[config.mk]
export PLATFORM = sky130hd
export DESIGN_NAME = oldland_mem_arbiter
export DESIGN_NICKNAME = d
export VERILOG_FILES = /design/src/rtl/oldland_mem_arbiter.sv
export SDC_FILE = /design/constraint.sdc
export NUM_CORES = 1
export LEC_CHECK = 0
export ABC_CLOCK_PERIOD_IN_PS = 2200
export BUFFER_PORTS_ARGS = -buffer_cell sky130_fd_sc_hd__buf_4
export CAP_MARGIN = 20
export CORE_AREA = 5 5 102 104
export CTS_CLUSTER_DIAMETER = 100
export DETAILED_ROUTE_END_ITERATION = 12
export DIE_AREA = 0 0 107 109
export SETUP_SLACK_MARGIN = 0.5
export SYNTH_ARGS = -nofsm -noshare
export SYNTH_HDL_FRONTEND = slang
export SYNTH_SLANG_ARGS = --single-unit
[constraint.sdc]
create_clock -name clk -period 2.2 [get_ports clk]
set_input_delay 0.11 -clock clk [delete_from_list [all_inputs] [get_ports clk]]
set_output_delay 0.11 -clock clk [all_outputs]
set_load 0.005 [all_outputs]
[src/rtl/oldland_mem_arbiter.sv]
// Two-way memory bus arbiter between the instruction and data caches.
// A grant is held across a burst and is released after MAX_BURST beats so the other side gets a turn.
module oldland_mem_arbiter #(
  parameter int MAX_BURST = 8,
  parameter int BEAT_BITS = 4
) (
  input  logic        clk,
  input  logic        rst,
  input  logic        i_access,
  input  logic [29:0] i_addr,
  output logic [31:0] i_data,
  output logic        i_ack,
  output logic        i_error,
  input  logic        d_access,
  input  logic [29:0] d_addr,
  input  logic [31:0] d_wr_val,
  input  logic        d_wr_en,
  input  logic [3:0]  d_bytesel,
  output logic [31:0] d_data,
  output logic        d_ack,
  output logic        d_error,
  output logic        m_access,
  output logic [29:0] m_addr,
  output logic [31:0] m_wr_val,
  output logic        m_wr_en,
  output logic [3:0]  m_bytesel,
  input  logic [31:0] m_data,
  input  logic        m_ack,
  input  logic        m_error,
  output logic [1:0]  owner
);

  typedef enum logic [1:0] {
    IDLE    = 2'd0,
    GRANT_I = 2'd1,
    GRANT_D = 2'd2
  } state_t;

  localparam logic [BEAT_BITS-1:0] LAST_BEAT = BEAT_BITS'(MAX_BURST - 1);

  state_t               state, state_nxt;
  logic                 last_d, last_d_nxt;   // 1: dcache held the bus most recently
  logic [BEAT_BITS-1:0] beat_cnt, beat_cnt_nxt;

  logic i_granted, d_granted, own_access;

  assign i_granted  = (state == GRANT_I);
  assign d_granted  = (state == GRANT_D);
  assign own_access = (i_granted & i_access) | (d_granted & d_access);

  always_ff @(posedge clk or negedge rst) begin
    if (!rst) begin
      state    <= IDLE;
      last_d   <= 1'b0;
      beat_cnt <= '0;
    end else begin
      state    <= state_nxt;
      last_d   <= last_d_nxt;
      beat_cnt <= beat_cnt_nxt;
    end
  end

  always_comb begin
    state_nxt    = state;
    last_d_nxt   = last_d;
    beat_cnt_nxt = beat_cnt;
    case (state)
      IDLE: begin
        // On a tie the side that did not own the bus last goes first.
        if (i_access && d_access)
          state_nxt = last_d ? GRANT_I : GRANT_D;
        else if (d_access)
          state_nxt = GRANT_D;
        else if (i_access)
          state_nxt = GRANT_I;
      end
      GRANT_I, GRANT_D: begin
        if ((m_ack && (beat_cnt == LAST_BEAT)) || !own_access) begin
          state_nxt    = IDLE;
          beat_cnt_nxt = '0;
          last_d_nxt   = d_granted;
        end else if (m_ack) begin
          beat_cnt_nxt = beat_cnt + BEAT_BITS'(1);
        end
      end
      default: begin
        state_nxt    = IDLE;
        beat_cnt_nxt = '0;
      end
    endcase
  end

  // Memory-side mux: only the owner's request reaches the bus.
  always_comb begin
    m_access  = 1'b0;
    m_addr    = '0;
    m_wr_val  = '0;
    m_wr_en   = 1'b0;
    m_bytesel = '0;
    if (i_granted) begin
      m_access  = i_access;
      m_addr    = i_addr;
      m_bytesel = 4'hf;
    end else if (d_granted) begin
      m_access  = d_access;
      m_addr    = d_addr;
      m_wr_val  = d_wr_val;
      m_wr_en   = d_wr_en;
      m_bytesel = d_bytesel;
    end
  end

  assign i_ack   = m_ack & i_granted;
  assign i_error = m_error & m_ack & i_granted;
  assign i_data  = i_granted ? m_data : 32'h0;

  assign d_ack   = m_ack & d_granted;
  assign d_error = m_error & m_ack & d_granted;
  assign d_data  = d_granted ? m_data : 32'h0;

  assign owner = {d_granted, i_granted};

endmodule

; Word-level counts from Yosys, hierarchy flattened
; Index checks and enable logic that the tools add are counted.
[totals]
register_bits = 7
input_bits = 135
output_inout_bits = 138
elab_cells = 49
[classes]
addsub = 1
n_eq_ne = 6
muxes = 21
bitwise_logic = 9
reduce_logical = 9
[ops]
columns = operator, count
row1 = 2-to-1 mux 32 bit, 4
row2 = 2-to-1 mux 30 bit, 2
row3 = 2-to-1 mux 4 bit, 4
row4 = 2-to-1 mux 2 bit, 5
row5 = case mux 4 bit (2 select lines), 1
row6 = bitwise AND 1 bit, 7
row7 = AND reduction 2 bit, 3
row8 = "adder 4 x 1 -> 4 bit, second input constant", 1
row9 = "equality test 4 x 3 -> 1 bit, second input constant", 1
row10 = 2-to-1 mux 1 bit, 4
row11 = "!= test 4 bit, second input constant", 1
row12 = case mux 2 bit (2 select lines), 1
row13 = "!= test 3 bit, second input constant", 1
row14 = "equality test 2 x 1 -> 1 bit, second input constant", 1
row15 = "equality test 2 bit, second input constant", 1
row16 = logical AND 1 bit, 2
row17 = zero test 2 bit, 1
row18 = "!= test 2 bit, second input constant", 1
row19 = OR reduction 2 bit, 1
row20 = zero test 1 bit, 1
row21 = logical OR 1 bit, 1
row22 = NOT 1 bit, 1
row23 = bitwise OR 1 bit, 1

; Longest topological paths before layout
; Gate-level depths: netlist of run 1.
[logic_depth]
word_depth = 7
ltp_mapped = 7
depth_no_buf = 5

; Worst setup path before layout of run 1
; Ideal clock, no wire load.
[synth_path]
kind = reg2reg
from = reg state[0]
to = reg beat_cnt[0]
setup_time_ps = 121
arrival_time_ps = 1412
required_time_ps = 2079
setup_slack_ps = 667
path_stages_with_launch = 7
n_path_buf = 1
synth_period_minus_slack_ps = 1533
cell_sequence = dfrtp_1 inv_1 ha_1 buf_6 a22o_4 a31o_1 a22o_1
[synth_via]
elab_chain_cells = 7
elab_cells_between_ends = 14
cone_classes = eq/ne (3) / mux (2) / bitwise (4) / reduce/logical (5)
[synth_rtl]
columns = element, line
row1 = start: declaration, 41  ; state_t state, state_nxt;
row2 = start signal: assignment, 57  ; state <= state_nxt;
row3 = equality test 2 bit (*), 48  ; assign d_granted = (state == GRANT_D);
row4 = named net d_granted, 45  ; logic i_granted, d_granted, own_access;
row5 = bitwise AND 1 bit, 49  ; assign own_access = (i_granted & i_access) | (d_granted & d_access);
row6 = bitwise OR 1 bit, 49
row7 = zero test 1 bit, 78  ; if ((m_ack && (beat_cnt == LAST_BEAT)) || !own_access) begin
row8 = logical OR 1 bit, 78
row9 = 2-to-1 mux 4 bit / != test 3 bit (equally long branches), --
row10 = case mux 4 bit (2 select lines) / AND reduction 2 bit (equally long branches), --
row11 = end signal: assignment, 59  ; beat_cnt <= beat_cnt_nxt;
row12 = end: declaration, 43  ; logic [BEAT_BITS-1:0] beat_cnt, beat_cnt_nxt;
; Mark *: on every way through the listed nets, which the timed path passes. The rest lies on a longest branch.
; A chain may end at the register's enable or synchronous reset.

; Worst setup path after layout of run 1
[layout_path]
from = reg state[0]
to = out m_wr_val[8]
[layout_via]
elab_chain_cells = 3
elab_cells_between_ends = 4
cone_classes = eq/ne (2) / mux (2)
[layout_rtl]
columns = element, line
row1 = equality test 2 bit, 48
row2 = 2-to-1 mux 32 bit, 104  ; end else if (d_granted) begin
row3 = 2-to-1 mux 32 bit (*), 100  ; if (i_granted) begin
row4 = end: declaration, 24  ; output logic [31:0] m_wr_val,
; Mark *: on every way between the ends. The rest lies on a longest branch, timed or not.

==> out/metrics.cfg, run 1 <==
[cts]
clk_pin_slew_ns = 0.04
clock_sinks = 7
numCtsBuffers = 3
cts_tree = yes
h-tree-depth = 1
cts_root_buffer = clkbuf_8
clk_latency_ns = 0.23
clk_path_buf_depth = 2

[hold_path]
whs_endpoint = state[0]
hp-start = i_access
whs_path_depth = 3
hold_path.class = in -> reg

[cells_and_area]
drive_gt1_share_pct = 63.4
diodes = 0
syn2layout_area_growth_pct = 161
post-route-util_pct = 43.4
multiInputGateArea_sq_um = 1330
fill_cells = 938
ff_latch_area_sq_um = 176
nNetsFinal = 643
final_area_sq_um = 4110

[global_routing]
met2_usage_pct = 26.4
grt_first_pass_wirelength_mm = 13.7
grt-busiest-layer = met2
antenna_found_initial = 0
grt_usage_pct = 14.6
grt_start_max_net_pins = 50
globalRouteMet3Util_pct = 2.01
grt_pass1_vias = 2397
overflow = 0
gr-usage-met1_pct = 18.6

[worst_setup_path]
r2r-end = beat_cnt[3]
reg2reg_depth = 6
crit_chain = buf_6 -> ha_4 -> nor2b_4 -> buf_6 -> clkbuf_16 -> and2_1 -> buf_4
cpMostUsedCell = buf_6
path_buf_inv = 4
crit_fanout = 12
slowest_delay_ns = 0.41
critPathLaunchType = register
cpLargestDelayFamily = buffers and inverters
worstSetupPathType = reg -> out
endpoint_kind = output pin
arrival_ns = 1.62
rrSetupSlack_ns = 0.51
reg2reg_from = state[0]
slowest_stage = dfrtp_1
crit_required_ns = 2.09

[placed_design]
place.port_buffers = 272
hpwl_mm = 8.11
place_area_sq_um = 3690
gp_congestion = 0.811

[power]
pwr-share-seq_pct = 5.0
p_comb_share_pct = 90.1
p_leak_nw = 2.28
sw_frac_of_total_pct = 39.1
p_int_mw = 2.32
netSwitchingPower_mw = 1.49
powerDensity_nw_per_um2 = 929
p_clk_share_pct = 4.9
vdd_drop_max_uv = 326

[timing]
finClkSkew_ns = 0.00310
hold_ws_ns = 0.193
hold_viol_final = 0
rsz0062_at_grt = yes
slew_headroom_pct = 77.0
finalSetupTns_ns = 0
setup_viol = 0
fin_crit_sh_pct = 78.8
layout_min_cycle_time_ns = 1.73
final_max_slew_viol_count = 0
clock.fmax_mhz = 577
worst-slew-pin-transition_ns = 0.345

[yosys]
synth_top_family_by_area = simple AND/OR/NAND/NOR gates
synth_edf_count = 0
synth_fp_nets = 370
synth-seq-cells = 7
yosys.area.top_type_share_pct = 39.3
yosysUniqueCellTypes = 34
synth-simple-area-share_pct = 51.1
synth-compound-area-share_pct = 25.0
synth_top_area_cell = and2_1
synth_fa_ha_area_share_pct = 3.17
seq_area_frac_synth_pct = 11.1
synth_cells = 231
avgSynthCellArea_sq_um = 6.82
synth_area_sq_um = 1580
synthTopCellsByArea = and2_1 (39%), a22o_1 (11%), dfrtp_1 (11%)
synth_warnings = 0
synth_flop_cell = dfrtp_1
synthXorXnorAreaFrac_pct = 0
synth.area.mux_share_pct = 0.635
async_reset_ff_share_pct = 100
netlist_top_cells_count = and2_1 (99), nand2_1 (27), a22o_1 (20), o21ai_0 (13), clkbuf_1 (10)
synth_most_common_cell = and2_1

[drt]
wl_per_cell_um = 16.8
drt-total-wl_mm = 10.3
drt_iter0_drc = 138
ant_nets = 0
vias_per_cell = 4.19
dr.pass1.iters = 4
num_vias = 2585
drcViolationCount = 0

[floorplan]
die_y_um = 109
rows = 36
chipWidth_um = 107
dieArea_sq_um = 11700
initial_core_util_pct = 16.7
core_sq_um = 9460
io_pins = 273

[run_status]
status = complete, no violations

[job]
maxCapViolations = 0

==> power groups by stage <==
stage                     clock, mW  sequential [mW]  combinational, mW
final                         0.186            0.192               3.44
after global routing          0.197            0.197               3.71
after CTS                     0.193            0.187               3.16
after detailed placement          0            0.184               2.82
after global placement            0            0.183               2.81
after floorplan                   0            0.178               1.31
==> flip-flops by register name, summed over array words and instances, names as in the netlist <==
register	flops
beat_cnt	4
last_d	1
state	2
==> cells by family after synthesis <==
| logic type | Yosys count |
|---|---|
| adders and majority gates | 4 |
| buffers and inverters | 30 |
| DFF | 7 |
| and+or+nand+nor | 138 |
| muxes | 1 |
| AOI/OAI and AO/OA | 51 |
==> timing repair <==
action / CTS / global route
setup buffers: 8 / 3
pin swaps: 2 / 15
cloned: 2 / 3
resized for setup: 11 / 32
hold endpoints to repair: 7 / 0
hold buffers: 1 / 0
setup endpoints to repair: 98 / 82
==> layout by cell type (no fill, tap or decap), types with 3 or more instances in the layout <==
cell       instances
a21o_1             5
a22o_1            20
and2_1            87
and2_4            12
buf_16             3
buf_4            270
buf_6             14
clkbuf_16          3
clkbuf_8           3
dfrtp_1            6
inv_1              3
nand2_1           27
o21ai_0            9
o21ai_1            4
==> routing by layer <==
metal  vias up  share of wire (%)
met5         -                  0
met2        73                 54
met3        10                4.3
met1      1187                 41
li1       1315                  -
met4         0                1.0
==> final cells by class <==
type,count,share of cell area (%)
timing repair buffer,293,58.2
multi-input combinational,194,32.4
sequential,7,4.29
tap,114,3.47
clock buffer,3,1.01
inverter,5,0.457
clock inverter,1,0.122
==> how the worst max path moves through the flow <==
stage               slack (ns)  depth (start not counted)     start           end
floorplan                 0.67                          6  state[0]   beat_cnt[0]
global placement          0.53                          6  state[0]    m_addr[14]
detailed placement        0.48                          6  state[0]  m_wr_val[17]
CTS                       0.47                          7  state[1]      m_access
global route              0.42                          7  state[0]  m_wr_val[25]
finish                    0.47                          7  state[0]   m_wr_val[8]
==> stage by stage <==
| step | total power [mW] | setup slack [ns] | instances |
|---|---|---|---|
| final | 3.82 | 0.467 | 617 |
| after global routing | 4.10 | 0.419 | 617 |
| after CTS | 3.54 | 0.473 | 611 |
| after detailed placement | 3.00 | 0.477 | 596 |
| after global placement | 2.99 | 0.529 | 596 |
| after floorplan | 1.49 | 0.667 | 231 |
==> worst register-to-register path, stage by stage (launching register included) <==
cell and delay (ns):
dfrtp_1 0.41, buf_6 0.14, ha_4 0.18, buf_4 0.14, a22o_4 0.28, a31o_4 0.23, a22o_1 0.22
Power figures use the tool's default switching activity.
==> inputs of run 2 (changes only) <==
Settings changed: ABC_CLOCK_PERIOD_IN_PS 2200 to 1550, CORE_AREA 5 5 102 104 to 5 5 104 106, DIE_AREA 0 0 107 109 to 0 0 109 111.
Clock period 2.2 ns to 1.55 ns, I/O delays scaled along.
==> run 2 against run 1 <==
Effect of this change: the flow now finishes with violations (negative setup slack); cell count grew 5.2%; flip-flop and latch count is the same; global-route usage grew 2.1 points; via count grew 7.5%; clock skew shrank 0.0024 ns; die area grew 3.7%; critical endpoint is now m_addr[26]; largest power group unchanged.
==> out/metrics.cfg, run 2 (synthesis gave the netlist of run 1 again) <==
[cells_and_area]
regMostFlops = beat_cnt
nNetsFinal = 656
diodes = 0
ff_latch_area_sq_um = 176
largest_reg_flops = 4
final_area_sq_um = 4670
final_cell_mix = buf_4 (231), buf_6 (54), and2_1 (50)
syn2layout_area_growth_pct = 196
top_regs = beat_cnt: 4 flops, state: 2 flops, last_d: 1 flops
fill_cells = 939
post-route-util_pct = 48.2
multiInputGateArea_sq_um = 1440
final_common_cell = buf_4
drive_gt1_share_pct = 71.7

[global_routing]
antenna_found_initial = 0
grt_start_max_net_pins = 38
globalRouteMet3Util_pct = 4.19
gr-usage-met1_pct = 16.9
met2_usage_pct = 32.9
grt_first_pass_wirelength_mm = 16.0
overflow = 0
grt-busiest-layer = met2
grt_pass1_vias = 2770
grt_usage_pct = 16.7

[placed_design]
gp_congestion = 0.814
place.port_buffers = 272
place_area_sq_um = 3840
hpwl_mm = 8.31

[timing]
worst-slew-pin-transition_ns = 0.180
slew_headroom_pct = 87.9
setup_viol = 107
fin_crit_sh_pct = 109
hold_viol_final = 0
rsz0062_at_grt = yes
final_max_slew_viol_count = 0
layout_min_cycle_time_ns = 1.70
finClkSkew_ns = 0.000684
clock.fmax_mhz = 590
timing.final.ws_setup_ns = -0.145
hold_ws_ns = 0.177

[worst_setup_path]
r2r-end = beat_cnt[3]
crit_required_ns = 1.47
rrSetupSlack_ns = -0.09
crit_fanout = 7
endpoint_kind = output pin
worstSetupPathType = reg -> out
reg2reg_depth = 6
reg2reg_from = state[1]
critPathLaunchType = register
arrival_ns = 1.62

[hold_path]
hp-start = i_access
whs_path_depth = 3
hold_path.class = in -> reg
whs_endpoint = state[0]

[floorplan]
die_y_um = 111
rows = 36
io_pins = 273
core_sq_um = 9680
initial_core_util_pct = 16.3
dieArea_sq_um = 12100
chipWidth_um = 109

[drt]
num_vias = 2779
vias_per_cell = 4.28
drt_iter0_drc = 131
ant_nets = 0
drcViolationCount = 0
wl_per_cell_um = 18.4
drt-total-wl_mm = 12.0
dr.pass1.iters = 4

[power]
vdd_drop_max_uv = 551
powerDensity_nw_per_um2 = 1460
p_leak_nw = 2.49

[cts]
h-tree-depth = 1
cts_tree = yes
clk_latency_ns = 0.23
numCtsBuffers = 3
clk_path_buf_depth = 2
cts_root_buffer = clkbuf_8
clock_sinks = 7
clk_pin_slew_ns = 0.04

[run_status]
violations = negative setup slack
status = finished with violations

[job]
maxCapViolations = 0

## run 2: layout make-up
type,count,share of cell area [%]
clock buffers,4,0.965
inverters,5,0.402
multi-input cells,194,30.8
flip-flops and latches,7,3.78
well taps,133,3.56
repair buffers,306,60.5
## run 2: what timing repair did
| action | 4_1_cts | 5_1_grt |
|---|---|---|
| setup buffers | 10 | 3 |
| gates cloned | 6 | 9 |
| gates resized for setup | 51 | 42 |
| hold buffers | 1 | 0 |
| pin swaps | 2 | 7 |
| endpoints found under the hold margin | 7 | 0 |
| endpoints found under the setup margin | 145 | 145 |
## run 2: worst max-delay path, cell delays in order (launching register included)
cell and delay (ns):
dfrtp_1 0.39, buf_6 0.13, ha_4 0.15, nor2b_4 0.13
buf_6 0.13, buf_12 0.13, a22o_1 0.19, buf_4 0.14
## run 2: power breakdown
group          switching (mW)  internal, mW  leakage, nW
Clock                  0.0853         0.178       0.0228
Combinational            2.41          3.86         2.38
Sequential             0.0413         0.229       0.0929
Total                    2.54          4.27         2.49
## run 2: per-layer routing
layer  wire [um]  vias up
met2        6340      128
met3        1010       17
met5           0        -
li1            -     1345
met1        4380     1289
met4         229        0
## run 2: worst max-delay path by stage
stage	start	to	slack, ns	cells after the start
2_1_floorplan	state[0]	beat_cnt[3]	0.08	6
3_3_place_gp	state[1]	beat_cnt[3]	0.07	5
3_5_place_dp	state[1]	beat_cnt[3]	0.04	5
4_1_cts	state[0]	m_addr[26]	-0.15	7
5_1_grt	state[1]	m_addr[26]	-0.19	7
6_report	state[1]	m_addr[26]	-0.15	7
## run 2: through the flow
| step | setup slack (ns) | cells | TNS, ns | power, mW |
|---|---|---|---|---|
| 2_1_floorplan | 0.0798 | 231 | 0 | 2.46 |
| 3_3_place_gp | 0.0718 | 616 | 0 | 4.58 |
| 3_5_place_dp | 0.0395 | 616 | 0 | 4.62 |
| 4_1_cts | -0.152 | 637 | -9.86 | 6.02 |
| 5_1_grt | -0.192 | 649 | -13.87 | 7.23 |
| 6_report | -0.145 | 649 | -7.95 | 6.81 |
==> inputs of run 3 (changes only) <==
Settings changed: BUFFER_PORTS_ARGS -buffer_cell sky130_fd_sc_hd__buf_4 to not set, CORE_AREA 5 5 104 106 to 2 2 106 108, DIE_AREA 0 0 109 111 to 0 0 108 110, DONT_BUFFER_PORTS set to 1.
==> run 3 against run 2 <==
Effect of this change: the run still ends with negative setup slack left; power fell by 22%; global-route usage fell by 4.5 points; largest cell class is now multi-input combinational cells; flip-flop and latch count did not move; critical path depth fell by 1; critical path type unchanged; wire length fell by 24%; clock skew rose by 0.0052 ns; core utilization fell by 23 points; sequential share of layout area rose by 2.8 points; register-to-register slack improved by 0.04 ns; combinational power fell by 24%; non-clock buffer count fell by 266.
==> out/metrics.cfg, run 3 (synthesis gave the netlist of run 1 again) <==
[power]
vdd_drop_max_uv = 536
powerDensity_nw_per_um2 = 1970
p_leak_nw = 1.21

[drt]
num_vias = 1856
drt_iter0_drc = 141
dr_wl_met3_um = 844
ant_nets = 0
drcViolationCount = 0
drt-total-wl_mm = 9.05
vias_per_cell = 4.76
wl_met1_mm = 3.49
dr.pass1.iters = 4
wl_met2_mm = 4.61
top_layer_used = met4
wl_per_cell_um = 23.2

[worst_setup_path]
slowest_stage = dfrtp_2
worstSetupPathType = reg -> out
arrival_ns = 1.57
crit_fanout = 6
critPathLaunchType = register
crit_chain = inv_2 -> ha_4 -> nor2b_4 -> buf_12 -> clkbuf_16 -> a22o_4
slowest_delay_ns = 0.41
endpoint_kind = output pin
crit_required_ns = 1.47

[cells_and_area]
final_cell_mix = and2_4 (56), and2_1 (43), nand2_1 (24)
diodes = 0
stdcell_count = 390
final_common_cell = and2_4
largest_reg_flops = 4
top_regs = beat_cnt: 4 flops, state: 2 flops, last_d: 1 flops
syn2layout_area_growth_pct = 71.5
regMostFlops = beat_cnt
drive_gt1_share_pct = 54.4
nNetsFinal = 390

[global_routing]
antenna_found_initial = 0
overflow = 0
grt_usage_pct = 12.2
grt_pass1_vias = 1649
grt_start_max_net_pins = 44
grt_first_pass_wirelength_mm = 10.7

[timing]
timing.final.ws_setup_ns = -0.0926
slew_headroom_pct = 77.6
final_max_slew_viol_count = 0
fin_crit_sh_pct = 106
clock.fmax_mhz = 609
worst-slew-pin-transition_ns = 0.335
setup_viol = 86
finClkSkew_ns = 0.00592
hold_ws_ns = 0.00235
hold_viol_final = 0
layout_min_cycle_time_ns = 1.64
rsz0062_at_grt = yes

[placed_design]
place_inst = 359
place.port_buffers = 0
hpwl_mm = 6.14
dp_slack_ns = 0.0225
gp_congestion = 0.816

[cts]
numCtsBuffers = 3
cts_root_buffer = clkbuf_8
cts_tree = yes
h-tree-depth = 1
clk_pin_slew_ns = 0.04
clk_latency_ns = 0.23
clk_path_buf_depth = 2
clock_sinks = 7

[job]
maxCapViolations = 0

[run_status]
status = finished with violations
violations = negative setup slack

[floorplan]
core_sq_um = 10700
chipWidth_um = 108
die_y_um = 110
io_pins = 273
initial_core_util_pct = 14.7
dieArea_sq_um = 11900
rows = 38

[hold_path]
hold_path.class = in -> reg

==> run 3: cell count changes in the layout (fill, tap and decap cells not counted), moves of 3 or more <==
cell | before | now
o21ai_2 | 0 | 5
and2_1 | 50 | 43
and2_4 | 49 | 56
o21ai_0 | 8 | 0
nand2_2 | 0 | 3
buf_4 | 231 | 15
a22o_4 | 1 | 12
nand2_1 | 27 | 24
a22o_1 | 20 | 9
buf_6 | 54 | 2
==> run 3: through the flow <==
stage | power [mW] | setup TNS [ns] | utilization [%] | cell area (sq um)
floorplan | 2.46 | 0 | - | 1730
global placement | 2.90 | 0 | 17.5 | 1870
detailed placement | 2.96 | 0 | 17.5 | 1870
CTS | 4.70 | -5.35 | 22.8 | 2440
global route | 5.61 | -11.55 | 25.3 | 2700
finish | 5.32 | -5.20 | 25.3 | 2700
==> run 3: cell type report <==
| type | instances | area [sq um] |
|---|---|---|
| tap | 140 | 175 |
| sequential | 7 | 178 |
| fill | 1123 | 7990 |
| timing repair buffer | 40 | 671 |
| multi-input combinational | 194 | 1620 |
| clock buffer | 4 | 45.0 |
| inverter | 5 | 18.8 |
==> run 3: worst paths after layout <==
kind | startpoint | depth (start not counted) | slack (ns) | endpoint
setup / recovery | state[0] | 6 | -0.09 | m_addr[25]
min in group asynchronous | rst | 1 | 0.18 | beat_cnt[3]
max in group asynchronous | rst | 1 | 1.10 | state[0]
hold reg to reg | last_d | 1 | 0.50 | last_d
hold / removal | i_access | 2 | 0.002 | state[0]
setup reg to reg | state[1] | 6 | -0.05 | beat_cnt[0]
==> run 3: repair_timing <==
action	CTS	global route
setup endpoints to repair	145	145
gates resized for setup	57	27
cloned	8	6
endpoints found under the hold margin	7	0
buffers inserted	10	2
pin swaps	5	5
hold buffers	1	0
==> run 3: where the power goes <==
| group | switching (mW) | internal [mW] | total, mW | leakage [nW] |
|---|---|---|---|---|
| registers | 0.0490 | 0.231 | 0.280 | 0.0915 |
| clock network | 0.0861 | 0.179 | 0.265 | 0.0228 |
| logic | 2.08 | 2.69 | 4.77 | 1.10 |
| total | 2.22 | 3.10 | 5.32 | 1.21 |
==> run 3: routing by layer <==
layer,vias up,global-route usage [%]
li1,810,-
met1,910,15.5
met2,130,21.2
met3,6,3.06
met4,0,2.11
met5,-,0
==> run 3: critical path: cells and delay by family (launching register included) <==
family	cells	cell delay, ns
flops	1	0.41
buf+inv	3	0.37
compound gates	1	0.23
fa+ha+maj	1	0.18
simple gates	1	0.14
